--- src/rtl/fifo_wr_cntrl.sv ---
// fifo_wr_cntrl: write-side steering controller for the per-switch FIFO bank.
// Takes a framed byte stream and decodes the destination from the header beat.
// The whole packet is then written into one switch FIFO. Packets whose header
// maps to no FIFO are swallowed and counted in a saturating drop counter.
module fifo_wr_cntrl #(
   parameter int unsigned         NUM_SW_INST = 5,
   parameter int unsigned         W_WIDTH     = 8,
   parameter logic [W_WIDTH-1:0]  ADDR_BASE   = 8'h10
) (
   input  logic                   clk,
   input  logic                   rst_n,
   input  logic [W_WIDTH-1:0]     in_data,
   input  logic                   in_valid,
   input  logic                   in_sop,
   input  logic                   in_eop,
   output logic                   in_ready,
   input  logic [NUM_SW_INST-1:0] full,
   output logic [NUM_SW_INST-1:0] wr_en,
   output logic [W_WIDTH-1:0]     wr_data,
   output logic [15:0]            drop_cnt,
   output logic                   orphan
);

   localparam int unsigned DEST_W = $clog2(NUM_SW_INST);
   localparam logic [NUM_SW_INST-1:0] ONE_HOT_0 = NUM_SW_INST'(1);

   typedef enum logic [1:0] {
      IDLE,
      HDR_WAIT,
      FWD,
      DROP
   } state_t;

   state_t               state;
   logic [DEST_W-1:0]    dest;
   logic [W_WIDTH-1:0]   hdr;
   logic                 hdr_eop;

   // Header decode. Subtracting first means the upper bound never overflows
   // W_WIDTH, whatever ADDR_BASE is.
   logic [W_WIDTH-1:0]     offset;
   logic                   mapped;
   logic [DEST_W-1:0]      dec_idx;
   logic [NUM_SW_INST-1:0] full_sh_dec;
   logic [NUM_SW_INST-1:0] full_sh_dest;
   logic                   full_dec;
   logic                   full_dest;
   logic                   xfer;

   assign offset       = in_data - ADDR_BASE;
   assign mapped       = (in_data >= ADDR_BASE) && (offset < W_WIDTH'(NUM_SW_INST));
   assign dec_idx      = offset[DEST_W-1:0];
   // Shift-then-bit-0 keeps the per-FIFO lookup in range even when the index
   // is wider than the FIFO count.
   assign full_sh_dec  = full >> dec_idx;
   assign full_sh_dest = full >> dest;
   assign full_dec     = full_sh_dec[0];
   assign full_dest    = full_sh_dest[0];
   assign xfer         = in_valid && in_ready;

   // Ready is a function of state, latched destination and its full flag only.
   always_comb begin
      // NOTE: default first so every path assigns in_ready and no latch is inferred.
      in_ready = 1'b0;
      if (rst_n) begin
         unique case (state)
            IDLE:     in_ready = 1'b1;
            HDR_WAIT: in_ready = 1'b0;
            FWD:      in_ready = !full_dest;
            DROP:     in_ready = 1'b1;
            default:  in_ready = 1'b0;
         endcase
      end
   end

   // Packet FSM with registered write strobe, write data, orphan pulse and drop count.
   always_ff @(posedge clk or negedge rst_n) begin
      if (!rst_n) begin
         state    <= IDLE;
         dest     <= '0;
         hdr      <= '0;
         hdr_eop  <= 1'b0;
         wr_en    <= '0;
         wr_data  <= '0;
         drop_cnt <= '0;
         orphan   <= 1'b0;
      end else begin
         // NOTE: non-blocking throughout; the defaults below are overridden later
         // in the same block, which gives the single-cycle strobes.
         wr_en  <= '0;
         orphan <= 1'b0;
         unique case (state)
            IDLE: begin
               if (xfer) begin
                  if (!in_sop) begin
                     orphan <= 1'b1;
                  end else if (!mapped) begin
                     if (drop_cnt != 16'hFFFF) drop_cnt <= drop_cnt + 16'd1;
                     if (!in_eop) state <= DROP;
                  end else begin
                     dest <= dec_idx;
                     if (!full_dec) begin
                        wr_en   <= ONE_HOT_0 << dec_idx;
                        wr_data <= in_data;
                        if (!in_eop) state <= FWD;
                     end else begin
                        // Destination cannot take the header yet; park it.
                        hdr     <= in_data;
                        hdr_eop <= in_eop;
                        state   <= HDR_WAIT;
                     end
                  end
               end
            end
            HDR_WAIT: begin
               if (!full_dest) begin
                  wr_en   <= ONE_HOT_0 << dest;
                  wr_data <= hdr;
                  state   <= hdr_eop ? IDLE : FWD;
               end
            end
            FWD: begin
               // in_sop is deliberately ignored here; the beat is plain payload.
               if (xfer) begin
                  wr_en   <= ONE_HOT_0 << dest;
                  wr_data <= in_data;
                  if (in_eop) state <= IDLE;
               end
            end
            DROP: begin
               if (xfer && in_eop) state <= IDLE;
            end
            default: state <= IDLE;
         endcase
      end
   end

endmodule
--- config.mk ---
export PLATFORM = sky130hd
export DESIGN_NAME = fifo_wr_cntrl
export DESIGN_NICKNAME = d
export VERILOG_FILES = /design/src/rtl/fifo_wr_cntrl.sv
export SDC_FILE = /design/constraint.sdc
export NUM_CORES = 1
export LEC_CHECK = 0
export ABC_AREA = 1
export CORE_ASPECT_RATIO = 0.75
export CORE_MARGIN = 2
export CORE_UTILIZATION = 45
export CTS_BUF_LIST = sky130_fd_sc_hd__clkbuf_8 sky130_fd_sc_hd__clkbuf_16
export DETAILED_ROUTE_END_ITERATION = 6
export PLACE_DENSITY_LB_ADDON = 0.05
export SYNTH_ARGS = -nofsm -noshare
export SYNTH_HDL_FRONTEND = slang
export SYNTH_SLANG_ARGS = --single-unit
--- constraint.sdc ---
create_clock -name clk -period 2 [get_ports clk]
set_input_delay 0.2 -clock clk [delete_from_list [all_inputs] [get_ports clk]]
set_output_delay 0.2 -clock clk [all_outputs]
set_load 0.05 [all_outputs]
==> key figures, run 1 <==
Status
  – Outcome: finished, violations left
  – Violated checks: hold timing

Worst setup path
  – Required time at the worst-slack endpoint: 2.19 ns
  – Length in cells of the worst reg-to-reg path: 11
  – Startpoint type of the worst setup path: register
  – Setup Crit Path Kind: register to register
  – Critical path fanouts, max: 6
  – Arr. time, crit path: 2.12 ns
  – Worst setup EP type: register

Clocking
  – Total of hold buffers inserted after clock tree synthesis: 0
  – Clock Tree Buf Depth: 2
  – Total clock sinks: 44
  – TritonCTS clock tree: built
  – Number of buffers created by CTS: 5
  – Clock transition at the register clock pins on the worst setup and hold paths after CTS: ~0.080 ns
  – Clock Tree Root: clkbuf_8
  – Worst skew pair latency: ~0.3 ns
  – H-tree depth: 2

Detailed routing
  – WL per Instance: about 13 um
  – Via Count: between 2000 and 2500
  – Post-detailed-route DRC marker count: 0
  – Routed wire length: approximately 6500 um
  – Number of DRC markers in iteration 0: roughly 150
  – First-pass iteration count of the detailed router: 4
  – Per-cell via count in the routed design: about 5.0
  – Antenna viol nets, final: 0

Placed design
  – HPWL after detailed placement: approximately 4700 um
  – Port-buffer cells: 48
  – Routability Congestion: about 0.86
  – Post-DP Area: roughly 3300 um2

Synthesis
  – Yosys warnings: 0
  – Commonest register cell after synthesis: dfrtp_1
  – Count leader, synth: nand2_1
  – Sequential area share after synthesis: 0.427
  – Post-synthesis average cell area: 7.92 um2
  – Post-synthesis register bit count: 44
  – Cell accounting for the most synthesized area: dfrtp_1
  – Number of library cell types mapped by synthesis: 33
  – Mapped Area: between 2000 and 3000 um2
  – Most numerous cell types in the synthesized netlist: nand2_1, dfrtp_1, nand3_1
  – Gate count after technology mapping: about 330
  – Asr flop ratio synth: 1.00
  – Net Count, Synth: about 350
  – Top cells by area in the synthesized netlist: dfrtp_1, nand2_1, nand3_1, inv_1, o21ai_2
  – Post-synth EDFFs: 0
  – Fraction of post-synthesis cell area in the top cell type by area: 0.427

Power
  – Clock network fraction of total power: 0.173
  – Switching share of power: 0.440
  – Pint: between 2 and 2.5 mW
  – Leakage power figure: 1.66 nW
  – Net load switching power: about 1.7 mW
  – Proportion of power drawn by flip-flops and latches: 0.303
  – Power per cell area: approximately 1100 nW/um2
  – Max rail drop VDD: ~0.57 mV
  – Gate power share: 0.524

Flow run
  – Number of max-capacitance violations reported: 0

STA
  – Highest attainable clock frequency: 519 MHz
  – Measured slew at the worst slew-check pin: 0.564 ns
  – Hold Slack: -0.00420 ns
  – Clock tree skew after final layout: between 0.007 and 0.008 ns
  – Final period demand of the worst path: between 1.5 and 2 ns
  – Part of the cycle the worst path needs: 0.964
  – Number of hold violations in the final report: 1
  – Final Setup Violations: 0
  – Worst relative slew slack: 0.624
  – Final sum of negative setup slack: 0 ns
  – RSZ-0062 raised after global routing: yes
  – Total count of max-transition violations in the final report: 0

Global routing
  – Via count of the first global-routing pass: around 2200
  – Initial antenna violation count: 0
  – Combined global-route utilization of all metal layers: 0.201
  – Maximum number of pins on one net before global-route repair: between 40 and 50
  – Wire length of the first global-routing pass: slightly above 10000 um
  – Leftover overflow at the end of global routing: 0

Floorplan
  – Overall die height: about 70 um
  – Initial core utilization: 0.475
  – Area of the placeable core: around 5400 um2
  – Die span in x: 91.5 um
  – Count of pins on the block boundary: a little under 50
  – Floorplan row count: 23
  – Die outline area: between 6000 and 7000 um2

Hold path
  – Hold/Removal Path Class: input pin to asynchronous set/reset pin

Cells and area
  – Layout Area Growth over Synthesis: 37.1%
  – Cell area after layout: around 3500 um2
  – Net total in the final layout: between 400 and 500
  – Diodes inserted: 0
  – Fraction of final layout cells with drive strength greater than 1: 0.204
[power groups by stage]
stage / Clock (mW) / Combinational (mW) / Sequential [mW]
6_report: 0.659 / 1.99 / 1.16
5_1_grt: 0.705 / 2.15 / 1.18
4_1_cts: 0.669 / 1.88 / 1.16
2_1_floorplan: 0 / 0.918 / 1.56
3_5_place_dp: 0 / 1.87 / 1.18
3_3_place_gp: 0 / 1.85 / 1.17
[final cells by class]
type / count / area, um2
inverters: 29 / 114
repair buffers: 80 / 773
well taps: 75 / 93.8
flip-flops and latches: 44 / 1100
clock buffers: 5 / 68.8
fillers: 476 / 1900
clock inverters: 2 / 33.8
multi-input cells: 246 / 1350
[metrics by stage]
stage               worst slack, ns  std cells  total power [mW]  utilization
floorplan                     0.108        326              2.48            -
global placement             0.0528        465              3.03        0.607
detailed placement           0.0210        465              3.05        0.607
CTS                          0.0616        472              3.71        0.626
global route                -0.0235        481              4.03        0.651
finish                       0.0727        481              3.81        0.651
[worst max-delay path, stage by stage, from the launching register on]
cell	delay [ns]
dfrtp_2	0.40
ha_4	0.16
nand3_4	0.09
nor3_4	0.26
nand4_1	0.18
nor2_2	0.20
nor3_2	0.08
nand2_2	0.16
buf_12	0.14
nor2_4	0.03
nand2_1	0.04
nand2_1	0.05
[kinds of logic after synthesis]
group                      count (synthesis)  share of synthesized area
buffers and inverters                     36                     0.0616
AOI/OAI and AO/OA                         34                     0.0848
adders and majority gates                  5                     0.0242
and+or+nand+nor                          193                      0.355
xor gates and xnor gates                  14                     0.0475
DFF                                       44                      0.427
[final timing paths]
path / startpoint / endpoint / slack (ns)
max in group asynchronous: rst_n / drop_cnt[0] / 1.58
max reg2reg: drop_cnt[1] / drop_cnt[4] / 0.07
max: drop_cnt[1] / drop_cnt[4] / 0.07
min: rst_n / wr_data[6] / -0.004
min in group clk: hdr[4] / hdr[4] / 0.46
min reg2reg: hdr[4] / hdr[4] / 0.46
[flip-flops by register name (all words and copies together) (netlist names)]
register,flops
state,2
wr_data,8
hdr_eop,1
orphan,1
dest,3
wr_en,5
drop_cnt,16
hdr,8
[routing by layer]
layer | track usage | vias to the layer above | routed length, um
li1 | - | 1226 | -
met4 | 0.0455 | 0 | 12
met2 | 0.289 | 56 | 2810
met1 | 0.309 | 1110 | 3290
met5 | 0 | - | 0
met3 | 0.0424 | 2 | 370
[cells in the final DEF, fill, tap and decap left out, types with 3 or more instances in the layout]
cell type	n
o21ai_0	11
inv_1	22
nand2_2	6
a21oi_1	7
clkbuf_8	5
nand3_1	32
nand2_1	101
ha_1	4
xnor2_1	9
buf_4	29
dfrtp_1	41
o21ai_2	9
o21ai_1	5
nor2_1	16
xor2_1	5
inv_2	7
nor2_2	4
dfrtp_2	3
nand4_1	10
clkdlybuf4s50_1	46
nor3_1	9
[repair_timing]
action                                  4_1_cts  5_1_grt
buffers inserted                              0        7
endpoints found under the setup margin        0       16
resized for setup                             0        7
Power figures use the tool's default switching activity.
==> run 2: changes to the inputs <==
ABC_AREA = not set   (was 1)
CELL_PAD_IN_SITES_DETAIL_PLACEMENT = 1   (was not set)
CELL_PAD_IN_SITES_GLOBAL_PLACEMENT = 1   (was not set)
CORE_UTILIZATION = 40   (was 45)
==> run 2 against run 1 <==
  * The flow finishes with violations (setup timing)
  * Die area increased by 1.1%
  * Critical path depth decreased by 2
  * Wire length increased by 73%
  * Flip-flop and latch count unchanged
  * Power increased by 25%
  * Via count decreased by 1.3%
  * Critical endpoint is now state[1]
==> key figures, run 2 <==
Status
  – Outcome: finished, violations left
  – Violated checks: setup timing

Detailed routing
  – First-pass iteration count of the detailed router: 4 (unchanged)
  – Antenna viol nets, final: 0 (unchanged)
  – Number of DRC markers in iteration 0: 151 (+2.7%)
  – WL per Instance: 27.9 um (+110%)
  – Routed wire length: 11200 um (+73%)
  – Via Count: 2362 (-1.3%)
  – Per-cell via count in the routed design: 5.88 (+18%)
  – Post-detailed-route DRC marker count: 0 (unchanged)

Flow run
  – Number of max-capacitance violations reported: 0 (unchanged)

Clocking
  – Worst skew pair latency: 0.32 ns (+0.02 ns)
  – Clock Tree Root: clkbuf_8
  – TritonCTS clock tree: built
  – Number of buffers created by CTS: 5 (unchanged)
  – Clock Tree Buf Depth: 2 (unchanged)
  – Total clock sinks: 44 (unchanged)
  – Clock transition at the register clock pins on the worst setup and hold paths after CTS: 0.09 ns (about the same)
  – H-tree depth: 2 (unchanged)

Global routing
  – Most crowded layer after global routing: met2
  – Via count of the first global-routing pass: 2541 (+18%)
  – Combined global-route utilization of all metal layers: 0.295 (+0.0932)
  – Maximum number of pins on one net before global-route repair: 37 (-18%)
  – Met1 capacity usage during global routing: 0.377 (+0.0680)
  – Global routing usage on met3: 0.0529 (+0.0105)
  – Wire length of the first global-routing pass: 14400 um (+40%)
  – Initial antenna violation count: 0 (unchanged)
  – Grt met2 use: 0.512 (+0.223)
  – Leftover overflow at the end of global routing: 0 (unchanged)

Worst setup path
  – Delay of the slowest cell on the worst path: 0.47 ns (+0.07 ns)
  – CP max-delay cell: dfrtp_1
  – Required time at the worst-slack endpoint: 2.23 ns (+0.04 ns)
  – Reg-to-reg slack, setup: -0.41 ns (-0.48 ns)
  – Worst setup EP type: register
  – Critical path fanouts, max: 4 (-2)
  – Arr. time, crit path: 2.64 ns (+0.52 ns)
  – Startpoint type of the worst setup path: register
  – Cells along the critical path: inv_1 -> ha_1 -> inv_1 -> o21ai_1 -> o21ai_1 -> a31oi_4 -> a311oi_2 -> buf_4 -> mux2i_2
  – Length in cells of the worst reg-to-reg path: 9 (-2)
  – Setup Crit Path Kind: register to register

Synthesis
  – Cell accounting for the most synthesized area: dfrtp_1
  – Sequential area share after synthesis: 0.474 (+0.0478)
  – Post-synthesis register bit count: 44 (unchanged)
  – Commonest register cell after synthesis: dfrtp_1
  – Top cells by area in the synthesized netlist: dfrtp_1, mux2_2, xor2_1, ha_1, nor3_1
  – Mapped Area: 2320 um2 (-10%)
  – Fraction of post-synthesis cell area in the top cell type by area: 0.474 (+0.0478)
  – Most numerous cell types in the synthesized netlist: dfrtp_1, mux2_2, inv_1, nand2_1, xor2_1
  – Asr flop ratio synth: 1.00 (unchanged)
  – Number of library cell types mapped by synthesis: 41 (+24%)
  – Post-synthesis average cell area: 11.0 um2 (+39%)
  – Post-synth EDFFs: 0 (unchanged)
  – Count leader, synth: dfrtp_1
  – Yosys warnings: 0 (unchanged)
  – Gate count after technology mapping: 211 (-35%)
  – Net Count, Synth: 234 (-33%)

Cells and area
  – Net total in the final layout: 349 (-19%)
  – Fraction of final layout cells with drive strength greater than 1: 0.450 (+0.245)
  – Commonest cells after routing, fill and taps aside: buf_4, dfrtp_1, clkdlybuf4s50_1
  – Leading cell type in the layout, fill and taps excluded: buf_4
  – Number of inserted filler cells in the final layout: 522 (+9.7%)
  – Diodes inserted: 0 (unchanged)
  – Number of flip-flops in the largest register: 16 (unchanged)
  – Largest registers: drop_cnt (16), hdr (8), wr_data (8)
  – Largest register by flop count: drop_cnt
  – Layout Area Growth over Synthesis: 68.8%

STA
  – Number of hold violations in the final report: 0 (-1)
  – Measured slew at the worst slew-check pin: 0.696 ns (+0.133 ns)
  – Final sum of negative setup slack: -12.54 ns (-12.54 ns)
  – Worst relative slew slack: 0.534 (-0.0898)
  – Highest attainable clock frequency: 415 MHz (-20%)
  – Clock tree skew after final layout: 0.00507 ns (-0.00240 ns)
  – RSZ-0062 raised after global routing: yes
  – Final Setup Violations: 45 (+45)
  – Part of the cycle the worst path needs: 1.20 (+0.241)
  – Final period demand of the worst path: 2.41 ns (+0.482 ns)
  – Final worst setup slack: -0.409 ns (-0.482 ns)
  – Total count of max-transition violations in the final report: 0 (unchanged)

Floorplan
  – Count of pins on the block boundary: 49 (unchanged)
  – Initial core utilization: 0.424 (-0.0501)
  – Die outline area: 6430 um2 (+1.1%)
  – Overall die height: 70.0 um (+0.55%)
  – Floorplan row count: 23 (unchanged)
  – Area of the placeable core: 5470 um2 (+0.53%)
  – Die span in x: 92.0 um (+0.55%)

Power
  – Max rail drop VDD: 0.985 mV (+74%)
  – Power, Total: 4.74 mW (+25%)
  – Leakage power figure: 1.86 nW (+12%)
  – Power per cell area: 1210 nW/um2 (+13%)

Placed design
  – HPWL after detailed placement: 4970 um (+5.6%)
  – Port-buffer cells: 48 (unchanged)
  – Routability Congestion: 0.805 (-6.0%)
  – DP Worst Slack: -0.642 ns (-0.663 ns)

Hold path
  – Hold/Removal Path Class: input pin to register
  – Worst hold path cell count: 3
==> run 2: path summary, 6_finish.rpt <==
path                            start           end
max                          state[0]      state[1]
min                        in_data[0]      wr_en[0]
max reg2reg                  state[0]      state[1]
min reg2reg                    hdr[4]        hdr[4]
max in group asynchronous       rst_n    wr_data[7]
min in group asynchronous       rst_n  drop_cnt[10]
==> run 2: final cells by class <==
type	instances	area (um2)	area share
Timing Repair Buffer	115	1070	0.272
Inverter	11	41.3	0.0105
Clock buffer	6	82.6	0.0211
Clock inverter	2	10.0	0.00256
Multi-Input combinational cell	149	1520	0.389
Tap cell	75	93.8	0.0240
Sequential cell	44	1100	0.281
==> run 2: logic make-up (layout without fill, tap and decap cells) <==
logic type               count (synthesis)  in the layout  synth area share
AO/OA/AOI/OAI                           27             27            0.0760
XOR/XNOR                                15             15            0.0566
adder cells (fa/ha/maj)                  5              5            0.0270
buffers and inverters                   18            134            0.0361
flip-flops                              44             44             0.474
multiplexers                            31             31             0.155
AND/OR/NAND/NOR                         71             71             0.175
==> run 2: per-layer routing <==
layer	vias to the layer above	part of all wire
met4	0	0.042
met2	112	0.51
li1	984	-
met5	-	0
met1	1227	0.40
met3	39	0.047
==> run 2: where the power goes <==
part | leakage (nW) | switching, mW | internal, mW
logic | 1.24 | 1.60 | 1.34
clock network | 0.0510 | 0.360 | 0.277
registers | 0.577 | 0.129 | 1.04
total | 1.86 | 2.09 | 2.65
==> run 2: worst max-delay path: cells and delay by family (launching register included) <==
kind / cells / cell delay, ns
adder cells (fa/ha/maj): 1 / 0.42
flip-flops: 1 / 0.47
multiplexers: 1 / 0.23
AO/OA/AOI/OAI: 4 / 0.75
buffers and inverters: 3 / 0.45
==> run 2: timing repair <==
action / 4_1_cts / 5_1_grt
hold endpoints to repair: 8 / 0
resized for setup: 44 / 42
setup endpoints to repair: 44 / 44
buffers inserted: 4 / 7
gates cloned: 1 / 0
hold buffers: 1 / 0
pin swaps: 13 / 12
==> run 2: metrics by stage <==
step	utilization	cells	hold slack, ns	cell area, um2
final	0.716	402	0.454	3920
after floorplan	-	211	-0.0956	2380
after CTS	0.675	397	0.456	3690
after detailed placement	0.611	383	0.224	3340
after global routing	0.716	402	0.480	3920
after global placement	0.611	383	0.221	3340
==> run 3: changes to the inputs <==
MAX_ROUTING_LAYER = met4   (was not set)
clock period = 2.45 ns   (was 2 ns; I/O delays follow)
==> run 3 against run 2 <==
  * The run now ends clean
  * Wire length down 45%
  * Sequential power fell by 20%
  * Design area decreased by 18%
  * Die area stayed put
  * Critical path depth fell by 3
  * Sequential share of layout area up 6.1 points
  * Cell count fell by 10%
  * Count of clock-buffer cells in the layout is the same
  * Via count down 19%
  * Register-to-register slack improved by 0.54 ns
  * Hold slack got worse by 0.35 ns
  * Power down 34%
==> key figures, run 3 (synthesis gave the netlist of run 2 again) <==
Cells and area
  – Cell area after layout: 3220 um2 (-18%)
  – Layout Area Growth over Synthesis: 38.7%
  – Utilization after layout: 0.589 (-0.128)
  – Leading cell type in the layout, fill and taps excluded: clkdlybuf4s50_1
  – Largest registers: drop_cnt (16), hdr (8), wr_data (8)
  – Net total in the final layout: 309 (-11%)
  – Number of flip-flops in the largest register: 16 (unchanged)
  – Commonest cells after routing, fill and taps aside: clkdlybuf4s50_1, dfrtp_1, buf_4
  – Fraction of final layout cells with drive strength greater than 1: 0.265 (-0.185)
  – Largest register by flop count: drop_cnt
  – Diodes inserted: 0 (unchanged)

Detailed routing
  – Antenna viol nets, final: 0 (unchanged)
  – Routed wire length: 6190 um (-45%)
  – Post-detailed-route DRC marker count: 0 (unchanged)
  – First-pass iteration count of the detailed router: 4 (unchanged)
  – Per-cell via count in the routed design: 5.28 (-10%)
  – WL per Instance: 17.1 um (-39%)
  – Via Count: 1913 (-19%)
  – Number of DRC markers in iteration 0: 74 (-51%)

Clocking
  – H-tree depth: 2 (unchanged)
  – Total clock sinks: 44 (unchanged)
  – Worst skew pair latency: 0.30 ns (-0.02 ns)
  – Total of hold buffers inserted after clock tree synthesis: 0 (-1)
  – Clock Tree Buf Depth: 2 (unchanged)
  – Clock transition at the register clock pins on the worst setup and hold paths after CTS: 0.09 ns (about the same)
  – Setup bufs post-CTS: 0 (-4)
  – TritonCTS clock tree: built
  – Number of buffers created by CTS: 5 (unchanged)
  – Number of gates given a new drive strength after cts: 1 (-98%)
  – Clock Tree Root: clkbuf_8

Floorplan
  – Floorplan row count: 23 (unchanged)
  – Overall die height: 70.0 um (unchanged)
  – Area of the placeable core: 5470 um2 (unchanged)
  – Count of pins on the block boundary: 49 (unchanged)
  – Die span in x: 92.0 um (unchanged)
  – Initial core utilization: 0.424 (unchanged)
  – Die outline area: 6430 um2 (unchanged)

Worst setup path
  – Critical path fanouts, max: 5 (+1)
  – CP delay by family, top: compound AO/OA/AOI/OAI gates
  – Arr. time, crit path: 2.14 ns (-0.50 ns)
  – Reg-to-Reg Start: dest[0]
  – Worst setup EP type: output port
  – CP max-delay cell: dfrtp_1
  – Critical path startpoint: dest[0]
  – Required time at the worst-slack endpoint: 2.20 ns (-0.03 ns)
  – CP Buf/Inv Count: 2 (-1)
  – Cells along the critical path: mux2_4 -> a32o_1 -> o31a_1 -> buf_4 -> nor3b_4 -> buf_12
  – Delay of the slowest cell on the worst path: 0.41 ns (-0.06 ns)
  – Startpoint type of the worst setup path: register
  – Setup Crit Path Kind: register to output port

STA
  – RSZ-0062 raised after global routing: no
  – Part of the cycle the worst path needs: 0.974
  – Number of hold violations in the final report: 0 (unchanged)
  – Final period demand of the worst path: approximately 2.4 ns
  – Measured slew at the worst slew-check pin: 0.588 ns (-0.108 ns)
  – Worst relative slew slack: 0.608 (+0.0736)
  – Hold Slack: 0.106 ns (-0.348 ns)
  – Final sum of negative setup slack: 0 ns (+12.54 ns)
  – Highest attainable clock frequency: between 400 and 500 MHz
  – Final Setup Violations: 0 (-100%)
  – Clock tree skew after final layout: 0.00723 ns (+0.00216 ns)
  – Total count of max-transition violations in the final report: 0 (unchanged)

Global routing
  – Combined global-route utilization of all metal layers: 0.211 (-0.0840)
  – Leftover overflow at the end of global routing: 0 (unchanged)
  – Initial antenna violation count: 0 (unchanged)
  – Via count of the first global-routing pass: 2043 (-20%)
  – Wire length of the first global-routing pass: 10400 um (-28%)
  – Maximum number of pins on one net before global-route repair: 47 (+27%)

Placed design
  – Post-DP Area: 3070 um2 (-8.2%)
  – Port-buffer cells: 48 (unchanged)
  – Routability Congestion: 0.813 (+1.0%)
  – HPWL after detailed placement: 4540 um (-8.7%)

Flow run
  – Number of max-capacitance violations reported: 0 (unchanged)

Power
  – Power, Total: 3.12 mW (-34%)
  – Leakage power figure: 1.46 nW (-21%)
  – Max rail drop VDD: 0.570 mV (-42%)
  – Power per cell area: 969 nW/um2 (-20%)

Hold path
  – Hold/Removal Path Class: input pin to asynchronous set/reset pin

Status
  – Outcome: finished, final reports clean
run 3: cell count changes in the layout (fill, tap and decap cells not counted), sizes merged:
cell           previous run  this run
clkinv                    2         1
clkdlybuf4s50            44        46
buf                      68        29
dlygate4sd2               2         0
bufinv                    0         1
dlygate4sd3               1         0
run 3: final timing paths:
check                                    to  slack [ns]  cells past startpoint
worst max-delay path               in_ready        0.06                      6
worst min-delay path            drop_cnt[9]        0.11                      2
worst max register to register  drop_cnt[8]        0.13                      7
worst min register to register       hdr[4]        0.49                      1
max in group asynchronous        wr_data[0]        1.94                      2
min in group clk                     hdr[4]        0.49                      1
run 3: power breakdown:
| group | total, mW | internal, mW | switching [mW] |
|---|---|---|---|
| Sequential | 0.932 | 0.849 | 0.0823 |
| Combinational | 1.59 | 0.685 | 0.902 |
| Clock | 0.600 | 0.334 | 0.267 |
| Total | 3.12 | 1.87 | 1.25 |
run 3: layout make-up:
| cell class | count | area [um2] |
|---|---|---|
| Clock inverter | 2 | 38.8 |
| Timing Repair Buffer | 75 | 688 |
| Inverter | 11 | 41.3 |
| Clock buffer | 6 | 82.6 |
| Sequential cell | 44 | 1100 |
| Tap cell | 75 | 93.8 |
| Multi-Input combinational cell | 149 | 1170 |
| Fill cell | 587 | 2250 |
run 3: metrics by stage:
| stage | setup WS [ns] | cells |
|---|---|---|
| after floorplan | 0.0861 | 211 |
| after global placement | -0.109 | 354 |
| after detailed placement | -0.210 | 354 |
| after CTS | 0.0247 | 362 |
| after global routing | 0.000175 | 362 |
| final | 0.0625 | 362 |
run 3: metal layers:
metal  GRT usage  share of wire  up-vias
li1            -              -      900
met2       0.320           0.45       57
met4      0.0481         0.0082        0
met1       0.290           0.49      950
met3      0.0464          0.047        6
met5           -              0        -
